$ cat src/rtl/vga_pixel_write_arbiter.sv
// ---------------------------------------------------------------------------
// vga_pixel_write_arbiter
//
// Shares one Avalon-MM write master into the VGA pixel buffer between
// NUM_REQ drawing engines. Each accepted request is one 8-bit pixel at (x, y).
// The pixel is turned into a byte address (row stride = 2**X_BITS bytes) and
// issued as a single write that is held through avm_waitrequest.
// Off-screen pixels are accepted and silently dropped (no bus cycle).
//
// Optional feature macro: PIX_ARB_STATS_EN
//   defined   -> write_count / drop_count are live counters
//   undefined -> both outputs are tied to zero and no counter flops exist
//
// Ports:
//   clk             in   system clock, rising edge
//   reset_n         in   asynchronous active-low reset
//   arb_enable      in   0 blocks new grants (an in-flight write finishes)
//   req_valid       in   [NUM_REQ]          per-requester pixel request
//   req_ready       out  [NUM_REQ]          one-hot accept pulse
//   req_x           in   [NUM_REQ*X_BITS]   packed x coordinates
//   req_y           in   [NUM_REQ*Y_BITS]   packed y coordinates
//   req_color       in   [NUM_REQ*8]        packed pixel colours
//   avm_address     out  [32]  byte address of the write
//   avm_write       out        write strobe
//   avm_writedata   out  [8]   pixel colour
//   avm_waitrequest in         slave stall
//   busy            out        high while a write is in flight
//   write_count     out  [32]  completed writes (wraps)
//   drop_count      out  [16]  dropped off-screen pixels (saturates)
// ---------------------------------------------------------------------------
module vga_pixel_write_arbiter #(
  parameter int          NUM_REQ  = 4,
  parameter int          X_BITS   = 10,
  parameter int          Y_BITS   = 9,
  parameter int          H_RES    = 640,
  parameter int          V_RES    = 480,
  parameter logic [31:0] PIX_BASE = 32'h0000_0000
) (
  input  logic                        clk,
  input  logic                        reset_n,
  input  logic                        arb_enable,
  input  logic [NUM_REQ-1:0]          req_valid,
  output logic [NUM_REQ-1:0]          req_ready,
  input  logic [NUM_REQ*X_BITS-1:0]   req_x,
  input  logic [NUM_REQ*Y_BITS-1:0]   req_y,
  input  logic [NUM_REQ*8-1:0]        req_color,
  output logic [31:0]                 avm_address,
  output logic                        avm_write,
  output logic [7:0]                  avm_writedata,
  input  logic                        avm_waitrequest,
  output logic                        busy,
  output logic [31:0]                 write_count,
  output logic [15:0]                 drop_count
);

  localparam int PTR_W = (NUM_REQ > 1) ? $clog2(NUM_REQ) : 1;

  typedef enum logic {
    IDLE  = 1'b0,
    ISSUE = 1'b1
  } state_t;

  state_t             state_q, state_d;
  logic [PTR_W-1:0]   rr_ptr_q, rr_ptr_d;
  logic [31:0]        addr_q, addr_d;
  logic [7:0]         data_q, data_d;
  logic               wr_q, wr_d;

  logic [NUM_REQ-1:0] grant_s;
  logic [PTR_W-1:0]   gnt_idx_s;
  logic               gnt_found_s;
  logic [X_BITS-1:0]  sel_x_s;
  logic [Y_BITS-1:0]  sel_y_s;
  logic [7:0]         sel_c_s;
  logic               in_range_s;
  logic [31:0]        pix_addr_s;
  logic [PTR_W-1:0]   rr_next_s;

  // Round-robin search starting at rr_ptr_q; only allowed while idle and enabled.
  always_comb begin : grant_comb
    logic [PTR_W-1:0] idx_v;
    grant_s     = '0;
    gnt_idx_s   = '0;
    gnt_found_s = 1'b0;
    idx_v       = '0;
    if (state_q == IDLE && arb_enable) begin
      for (int i = 0; i < NUM_REQ; i++) begin
        idx_v = PTR_W'((int'(rr_ptr_q) + i) % NUM_REQ);
        if (!gnt_found_s && req_valid[idx_v]) begin
          gnt_found_s = 1'b1;
          gnt_idx_s   = idx_v;
        end else begin
          gnt_found_s = gnt_found_s;
        end
      end
      if (gnt_found_s) begin
        grant_s[gnt_idx_s] = 1'b1;
      end else begin
        grant_s = '0;
      end
    end else begin
      grant_s = '0;
    end
  end

  assign req_ready = grant_s;

  // Mux the granted requester's pixel and derive its buffer address.
  always_comb begin
    sel_x_s    = req_x[int'(gnt_idx_s)*X_BITS +: X_BITS];
    sel_y_s    = req_y[int'(gnt_idx_s)*Y_BITS +: Y_BITS];
    sel_c_s    = req_color[int'(gnt_idx_s)*8 +: 8];
    in_range_s = (32'(sel_x_s) < 32'(H_RES)) && (32'(sel_y_s) < 32'(V_RES));
    // Row stride is 2**X_BITS bytes, so y simply shifts above x.
    pix_addr_s = PIX_BASE + (32'(sel_y_s) << X_BITS) + 32'(sel_x_s);
    rr_next_s  = (gnt_idx_s == PTR_W'(NUM_REQ - 1)) ? '0 : gnt_idx_s + 1'b1;
  end

  // Next-state logic for the IDLE/ISSUE controller and its registered outputs.
  always_comb begin
    state_d  = state_q;
    rr_ptr_d = rr_ptr_q;
    addr_d   = addr_q;
    data_d   = data_q;
    wr_d     = wr_q;
    case (state_q)
      IDLE: begin
        if (gnt_found_s) begin
          rr_ptr_d = rr_next_s;
          if (in_range_s) begin
            state_d = ISSUE;
            addr_d  = pix_addr_s;
            data_d  = sel_c_s;
            wr_d    = 1'b1;
          end else begin
            state_d = IDLE;
          end
        end else begin
          state_d = IDLE;
        end
      end
      ISSUE: begin
        if (!avm_waitrequest) begin
          wr_d    = 1'b0;
          state_d = IDLE;
        end else begin
          wr_d    = 1'b1;
        end
      end
      default: begin
        state_d = IDLE;
        wr_d    = 1'b0;
      end
    endcase
  end

  // Controller state, round-robin pointer and bus output registers.
  always_ff @(posedge clk or negedge reset_n) begin
    if (!reset_n) begin
      state_q  <= IDLE;
      rr_ptr_q <= '0;
      addr_q   <= 32'h0000_0000;
      data_q   <= 8'h00;
      wr_q     <= 1'b0;
    end else begin
      state_q  <= state_d;
      rr_ptr_q <= rr_ptr_d;
      addr_q   <= addr_d;
      data_q   <= data_d;
      wr_q     <= wr_d;
    end
  end

  assign avm_address   = addr_q;
  assign avm_writedata = data_q;
  assign avm_write     = wr_q;
  assign busy          = (state_q != IDLE);

`ifdef PIX_ARB_STATS_EN
  logic [31:0] write_cnt_q;
  logic [15:0] drop_cnt_q;
  logic        wr_done_s;
  logic        drop_s;

  assign wr_done_s = (state_q == ISSUE) && !avm_waitrequest;
  assign drop_s    = gnt_found_s && !in_range_s;

  // Completed-write counter (wraps) and dropped-pixel counter (saturates).
  always_ff @(posedge clk or negedge reset_n) begin
    if (!reset_n) begin
      write_cnt_q <= 32'h0000_0000;
      drop_cnt_q  <= 16'h0000;
    end else begin
      if (wr_done_s) begin
        write_cnt_q <= write_cnt_q + 32'd1;
      end else begin
        write_cnt_q <= write_cnt_q;
      end
      if (drop_s && (drop_cnt_q != 16'hFFFF)) begin
        drop_cnt_q <= drop_cnt_q + 16'd1;
      end else begin
        drop_cnt_q <= drop_cnt_q;
      end
    end
  end

  assign write_count = write_cnt_q;
  assign drop_count  = drop_cnt_q;
`else
  assign write_count = 32'h0000_0000;
  assign drop_count  = 16'h0000;
`endif

endmodule

$ cat config.mk
export PLATFORM = sky130hd
export DESIGN_NAME = vga_pixel_write_arbiter
export DESIGN_NICKNAME = d
export VERILOG_FILES = /design/src/rtl/vga_pixel_write_arbiter.sv
export SDC_FILE = /design/constraint.sdc
export NUM_CORES = 1
export LEC_CHECK = 0
export BUFFER_PORTS_ARGS = -buffer_cell sky130_fd_sc_hd__buf_2
export CAP_MARGIN = 30
export CELL_PAD_IN_SITES_DETAIL_PLACEMENT = 0
export CELL_PAD_IN_SITES_GLOBAL_PLACEMENT = 1
export CORE_ASPECT_RATIO = 1.2
export CORE_MARGIN = 4
export CORE_UTILIZATION = 24
export CTS_BUF_LIST = sky130_fd_sc_hd__clkbuf_4 sky130_fd_sc_hd__clkbuf_8 sky130_fd_sc_hd__clkbuf_16
export DETAILED_ROUTE_END_ITERATION = 16
export PLACE_DENSITY_LB_ADDON = 0.1
export SYNTH_ARGS = -nofsm -noshare
export SYNTH_HDL_FRONTEND = slang
export SYNTH_SLANG_ARGS = --single-unit
$ cat constraint.sdc
create_clock -name clk -period 2.4 [get_ports clk]
set_input_delay 0.12 -clock clk [delete_from_list [all_inputs] [get_ports clk]]
set_output_delay 0.12 -clock clk [all_outputs]
set_load 0.1 [all_outputs]
==> impl_metrics.py, run 1 <==
metrics = {
    "worst_setup_path": {
        "cp.buffers_inverters": 2,
        "required_ns": 2.55,
        "path_delay_family": "simple AND/OR/NAND/NOR gates",
        "cp_max_fo": 8,
        "worstPathArrival_ns": 2.59,
        "end_kind": "register",
        "crit_path_frequent_cell": "buf_12",
        "crit_chain": "and3b_2 > nor3_4 > and3_4 > nor2_1 > or3_4 > a21oi_4 > buf_12 > buf_12 > mux2_4",
        "cp-start-kind": "register",
        "max_stage_delay_ns": 0.44,
        "crit_slowest_cell": "dfrtp_2",
        "crit_type": "register to register",
    },
    "floorplanning": {
        "die_y_um": 124.2,
        "rows": 42,
        "die_w_um": 104.9,
        "core_area_mm2": 0.01104,
        "num_io_pins": 210,
        "die-area_mm2": 0.01302,
        "initial_utilization": 0.2448,
    },
    "routing": {
        "first_iter_violations": 91,
        "firstDrtPassIters": 4,
        "drc": 0,
        "wire_per_inst_um": 14.76,
        "ant_nets": 0,
        "routed_wl_um": 9418,
        "route.vias.total": 2834,
        "vias_per_cell": 4.442,
    },
    "final_layout": {
        "diodes": 0,
        "drive_gt1_frac": 0.4526,
        "syn2layout_area_growth_pct": 47.01,
        "fill_cells": 1202,
        "nets": 621,
    },
    "sta": {
        "timing.setup.tns_ns": -0.6201,
        "setup_ws_ns": -0.03593,
        "rsz0062_at_grt": "true",
        "finalMaxSlewViolations": 0,
        "fin_crit_ns": 2.436,
        "max_slew_margin": 0.4876,
        "timing.final.hold_violations": 0,
        "tightest_slew_ns": 0.7687,
        "period_share": 1.015,
        "skew_ns": 0.005283,
        "clock.fmax_mhz": 410.5,
        "setup_viol": 23,
    },
    "logic_synthesis": {
        "async_reset_ff_frac": 1.000,
        "ys_ff_latch": 31,
        "synth_area_leaders": "dfrtp_1 (29%), buf_4 (17%), nand2_1 (11%)",
        "syn_avg_cell_area_um2": 7.853,
        "synthTopCellsByCount": "nand2_1 (80), buf_4 (61), dfrtp_1 (31)",
        "ys_warn_count": 0,
        "synth.cell_area_mm2": 0.002701,
        "synth_edf_count": 0,
        "synth_cell_types": 40,
        "synth_most_common_cell": "nand2_1",
        "synth_top_cell_area_share": 0.2872,
        "yosysTopAreaCell": "dfrtp_1",
        "synthFlopType": "dfrtp_1",
        "syn_inst": 344,
        "yosysSeqAreaShare": 0.2872,
    },
    "power_and_ir_drop": {
        "clock_power_share": 0.116,
        "p_int_uw": 2576,
        "combPwrFrac": 0.730,
        "fin_total_pwr_uw": 6329,
        "power_frac_seq": 0.154,
        "netSwitchingFraction": 0.5929,
        "ir_drop_mv": 0.5342,
        "p_leak_uw": 0.002059,
        "p_sw_uw": 3753,
        "p_per_area_mw_per_mm2": 1594,
    },
    "global_route": {
        "antenna_found_initial": 0,
        "grt_pass1_vias": 2975,
        "grtUsageMet1": 0.1528,
        "grt_pass1_wl_um": 14710,
        "grt_max_degree": 35,
        "grt_usage": 0.1377,
        "grt.overflow.total": 0,
        "met2_usage": 0.2554,
        "grt.busiest_layer": "met2",
        "met3_usage": 0.03790,
    },
    "clock_network": {
        "clockBufferDepth": 2,
        "cts_tree": "done",
        "cts_num_sinks": 31,
        "clk_latency_ns": 0.27,
        "cts.htree.levels": 2,
        "clkTransAtPathRegs_ns": 0.05,
        "root_buffer": "clkbuf_16",
        "numCtsBuffers": 5,
    },
    "outcome": {
        "status": "complete, but fails checks",
        "violations": "negative setup slack",
    },
    "run": {
        "maxCapViolCount": 0,
    },
    "placement": {
        "numPortBuffers": 148,
        "post-place-ws_ns": -0.08944,
        "gp_congestion": 0.7587,
        "dp_hpwl_um": 7454,
    },
    "hold_path": {
        "hp-class": "input pin to register",
    },
}
registers in the layout, summed over array words and instances (netlist names):
| register | count |
|---|---|
| rr_ptr_q | 2 |
| avm_address | 19 |
| avm_write | 1 |
| avm_writedata | 8 |
| busy | 1 |
worst paths after layout:
path | startpoint | to | slack (ns) | cells after the start
worst max-delay path | rr_ptr_q[0] | avm_address[8] | -0.04 | 9
worst min-delay path | avm_waitrequest | busy | 0.07 | 2
worst max register to register | rr_ptr_q[0] | avm_address[8] | -0.04 | 9
worst min register to register | avm_write | avm_write | 0.50 | 1
max in group asynchronous | reset_n | busy | 1.38 | 2
min in group asynchronous | reset_n | avm_address[4] | 0.46 | 2
logic make-up (layout without fill, tap and decap cells):
group           count (synthesis)  after routing  share of synthesized area
compound gates                 72             72                     0.1830
buf+inv                        82            184                     0.2052
mux                            26             26                     0.1070
simple gates                  131            131                     0.2131
other cells                     1             61                   0.001388
flops                          31             31                     0.2872
xor+xnor                        1              1                   0.003243
metrics by stage:
stage | util | instance area, µm² | hold slack [ns] | cells
floorplan | - | 2987 | -0.1756 | 404
global placement | 0.3224 | 3558 | 0.2306 | 621
detailed placement | 0.3224 | 3558 | 0.2408 | 621
CTS | 0.3545 | 3913 | 0.05902 | 635
global route | 0.3599 | 3971 | 0.06743 | 638
finish | 0.3599 | 3971 | 0.06625 | 638
cells in the final DEF (no fill, tap or decap), drive strengths merged, types with 2 or more instances in the layout:
cell type,count
and3b,2
mux2,23
nand2,80
nand3,5
a32oi,23
o21ai,9
nor2b,3
clkbuf,7
buf,175
dfrtp,31
nand4b,2
conb,61
nand2b,5
nor2,24
a21oi,30
nand4,3
a2bb2oi,3
mux2i,3
layout make-up:
class                   instances  area [µm²]  share of cell area
repair buffers                176        1056              0.2659
flip-flops and latches         31       782.0              0.1969
clock buffers                   7       140.1             0.03529
clock inverters                 1       30.03            0.007561
well taps                     132       165.2             0.04159
multi-input cells             291        1798              0.4527
layer usage:
metal	wire length [µm]	vias up
li1	-	1396
met4	139	0
met5	0	-
met2	4843	114
met3	748	9
met1	3687	1315
timing repair:
action                                  CTS  global route
gates resized for setup                  24            15
pin swaps                                 6             3
hold buffers                              1             0
endpoints found under the setup margin   26            29
cloned                                    1             0
setup buffers                             4             4
endpoints found under the hold margin    31             0
power by group through the flow:
| stage | sequential (µW) | combinational (µW) | clock, µW |
|---|---|---|---|
| 6_report | 975 | 4620 | 731 |
| 5_1_grt | 1020 | 4850 | 778 |
| 4_1_cts | 970 | 4600 | 755 |
| 3_5_place_dp | 961 | 4320 | 0 |
| 3_3_place_gp | 963 | 4310 | 0 |
| 2_1_floorplan | 2750 | 1720 | 0 |
Note: power is estimated with default switching activity, not from simulation.
==> run 2: changes to the inputs <==
ABC_AREA = 1   (was unset)
==> run 2 against run 1 <==
  * The run still ends with negative setup slack left
  * Register-to-register slack about the same
  * Core utilization shrank 2.3 points
  * First-iteration DRC count is 8.8% lower
  * Critical endpoint is now avm_write
==> impl_metrics.py, run 2 <==
metrics = {
    "outcome": {
        "status": "complete, but fails checks",
        "violations": "negative setup slack",
    },
    "logic_synthesis": {
        "synthTopCellsByCount": "nand2_1 (147), nor2_1 (66), buf_4 (63)",
        "ys_ff_latch": 31,
        "syn_inst": 432,
        "synth_top_cell_area_share": 0.2746,
        "synth_most_common_cell": "nand2_1",
        "yosysSeqAreaShare": 0.2746,
        "synth_edf_count": 0,
        "yosysTopAreaCell": "dfrtp_1",
        "synthFlopType": "dfrtp_1",
        "synth_area_leaders": "dfrtp_1 (27%), nand2_1 (20%), buf_4 (17%)",
        "synth.cell_area_mm2": 0.002825,
        "syn_avg_cell_area_um2": 6.540,
        "ys_warn_count": 0,
        "synth_cell_types": 25,
        "async_reset_ff_frac": 1.000,
    },
    "final_layout": {
        "layout_common_cells": "nand2_1 (144), buf_2 (144), nor2_1 (64)",
        "fin_area_mm2": 0.003900,
        "nets": 707,
        "diodes": 0,
        "drive_gt1_frac": 0.3514,
        "fill_cells": 1315,
        "largest_reg_flops": 19,
        "regArea_um2": 777.0,
        "syn2layout_area_growth_pct": 38.04,
        "multi_input_area_mm2": 0.001630,
    },
    "routing": {
        "ant_nets": 0,
        "routed_wl_um": 9489,
        "drc": 0,
        "vias_per_cell": 4.104,
        "wire_per_inst_um": 12.67,
        "firstDrtPassIters": 4,
        "first_iter_violations": 83,
        "route.vias.total": 3074,
    },
    "clock_network": {
        "cts.htree.levels": 2,
        "numCtsBuffers": 5,
        "postCtsSetupRepairBufs": 0,
        "clkTransAtPathRegs_ns": 0.06,
        "cts_num_sinks": 31,
        "cts_tree": "done",
        "root_buffer": "clkbuf_16",
        "clockBufferDepth": 2,
        "clk_latency_ns": 0.27,
    },
    "placement": {
        "dp_hpwl_um": 7726,
        "numPortBuffers": 148,
        "gp_congestion": 0.8108,
        "placedInstanceArea_mm2": 0.003681,
    },
    "worst_setup_path": {
        "crit_type": "register to register",
        "cp_max_fo": 17,
        "required_ns": 2.56,
        "cp-start-kind": "register",
        "worstPathArrival_ns": 2.59,
        "end_kind": "register",
    },
    "sta": {
        "timing.final.hold_violations": 0,
        "setup_ws_ns": -0.02535,
        "hold_ws_ns": 0.09290,
        "setup_viol": 8,
        "rsz0062_at_grt": "true",
        "fin_crit_ns": 2.425,
        "skew_ns": 0.01201,
        "clock.fmax_mhz": 412.3,
        "max_slew_margin": 0.4948,
        "period_share": 1.011,
        "tightest_slew_ns": 0.7579,
        "finalMaxSlewViolations": 0,
    },
    "global_route": {
        "antenna_found_initial": 0,
        "grt.overflow.total": 0,
        "grt_max_degree": 41,
        "grt_pass1_vias": 3001,
        "grt_pass1_wl_um": 14650,
        "grt_usage": 0.1344,
    },
    "run": {
        "maxCapViolCount": 0,
    },
    "hold_path": {
        "hp-class": "input pin to register",
    },
    "floorplanning": {
        "rows": 43,
        "die_w_um": 107.0,
        "num_io_pins": 210,
        "die-area_mm2": 0.01358,
        "initial_utilization": 0.2442,
        "core_area_mm2": 0.01157,
        "die_y_um": 126.9,
    },
}
run 2: what timing repair did:
action,CTS,global route
gates resized for setup,6,11
hold endpoints to repair,31,0
endpoints found under the setup margin,30,33
hold buffers,1,0
pin swaps,1,0
cloned,0,0
run 2: final timing paths:
path	start	endpoint	slack, ns	cells after the start
max	rr_ptr_q[0]	avm_write	-0.03	21
min	avm_waitrequest	avm_write	0.09	3
max reg2reg	rr_ptr_q[0]	avm_write	-0.03	21
min reg2reg	avm_address[9]	avm_address[9]	0.47	2
max in group asynchronous	reset_n	busy	1.41	2
min in group asynchronous	reset_n	avm_address[17]	0.45	2
run 2: layout make-up:
| cell class | count | share of cell area |
|---|---|---|
| Clock buffer | 7 | 0.03754 |
| Timing Repair Buffer | 175 | 0.2701 |
| Multi-Input combinational cell | 358 | 0.4180 |
| Tap cell | 157 | 0.05037 |
| Inverter | 20 | 0.02342 |
| Clock inverter | 1 | 0.001283 |
| Sequential cell | 31 | 0.1992 |
run 2: cell families after synthesis:
group | count (synthesis) | synth area share
and+or+nand+nor | 244 | 0.3556
AOI/OAI and AO/OA | 53 | 0.1231
DFF | 31 | 0.2746
buffers and inverters | 103 | 0.2454
other | 1 | 0.001327
run 2: worst max-delay path, stage by stage (launching register included):
cell and delay [ns]:
dfrtp_1 0.39, buf_12 0.15, inv_6 0.07, nand2_1 0.10, nand3_2 0.09, nand2_2 0.08, inv_1 0.08, nand2_1 0.06
nand2_1 0.06, nand2_2 0.09, nor2_4 0.15, buf_12 0.15, nand2_1 0.07, nand3_1 0.08, nand2_1 0.08, nor2_1 0.10
nand2_1 0.09, nand3_4 0.13, buf_6 0.15, nand2_1 0.05, nand2_1 0.05, nand2_1 0.04
run 2: layer usage:
| metal | vias to the layer above | track usage | share of wire | routed length, µm |
|---|---|---|---|---|
| li1 | 1580 | - | - | - |
| met1 | 1356 | 0.1505 | 0.39 | 3691 |
| met2 | 130 | 0.2464 | 0.51 | 4833 |
| met3 | 8 | 0.04224 | 0.091 | 862 |
| met4 | 0 | 0.03010 | 0.011 | 101 |
| met5 | - | 0 | 0 | 0 |
run 2: through the flow:
step	setup TNS [ns]	util	worst slack (ns)	std cells
3_3_place_gp	-0.7214	0.3182	-0.07055	740
4_1_cts	-0.1291	0.3340	-0.02000	749
6_report	-0.05378	0.3372	-0.02535	749
3_5_place_dp	-1.005	0.3182	-0.07755	740
5_1_grt	-6.569	0.3372	-0.2510	749
2_1_floorplan	0	-	0.05226	492
Power of run 2 is not shown: default switching activity piles up to over one toggle a cycle in this logic, so the estimate is an artifact.
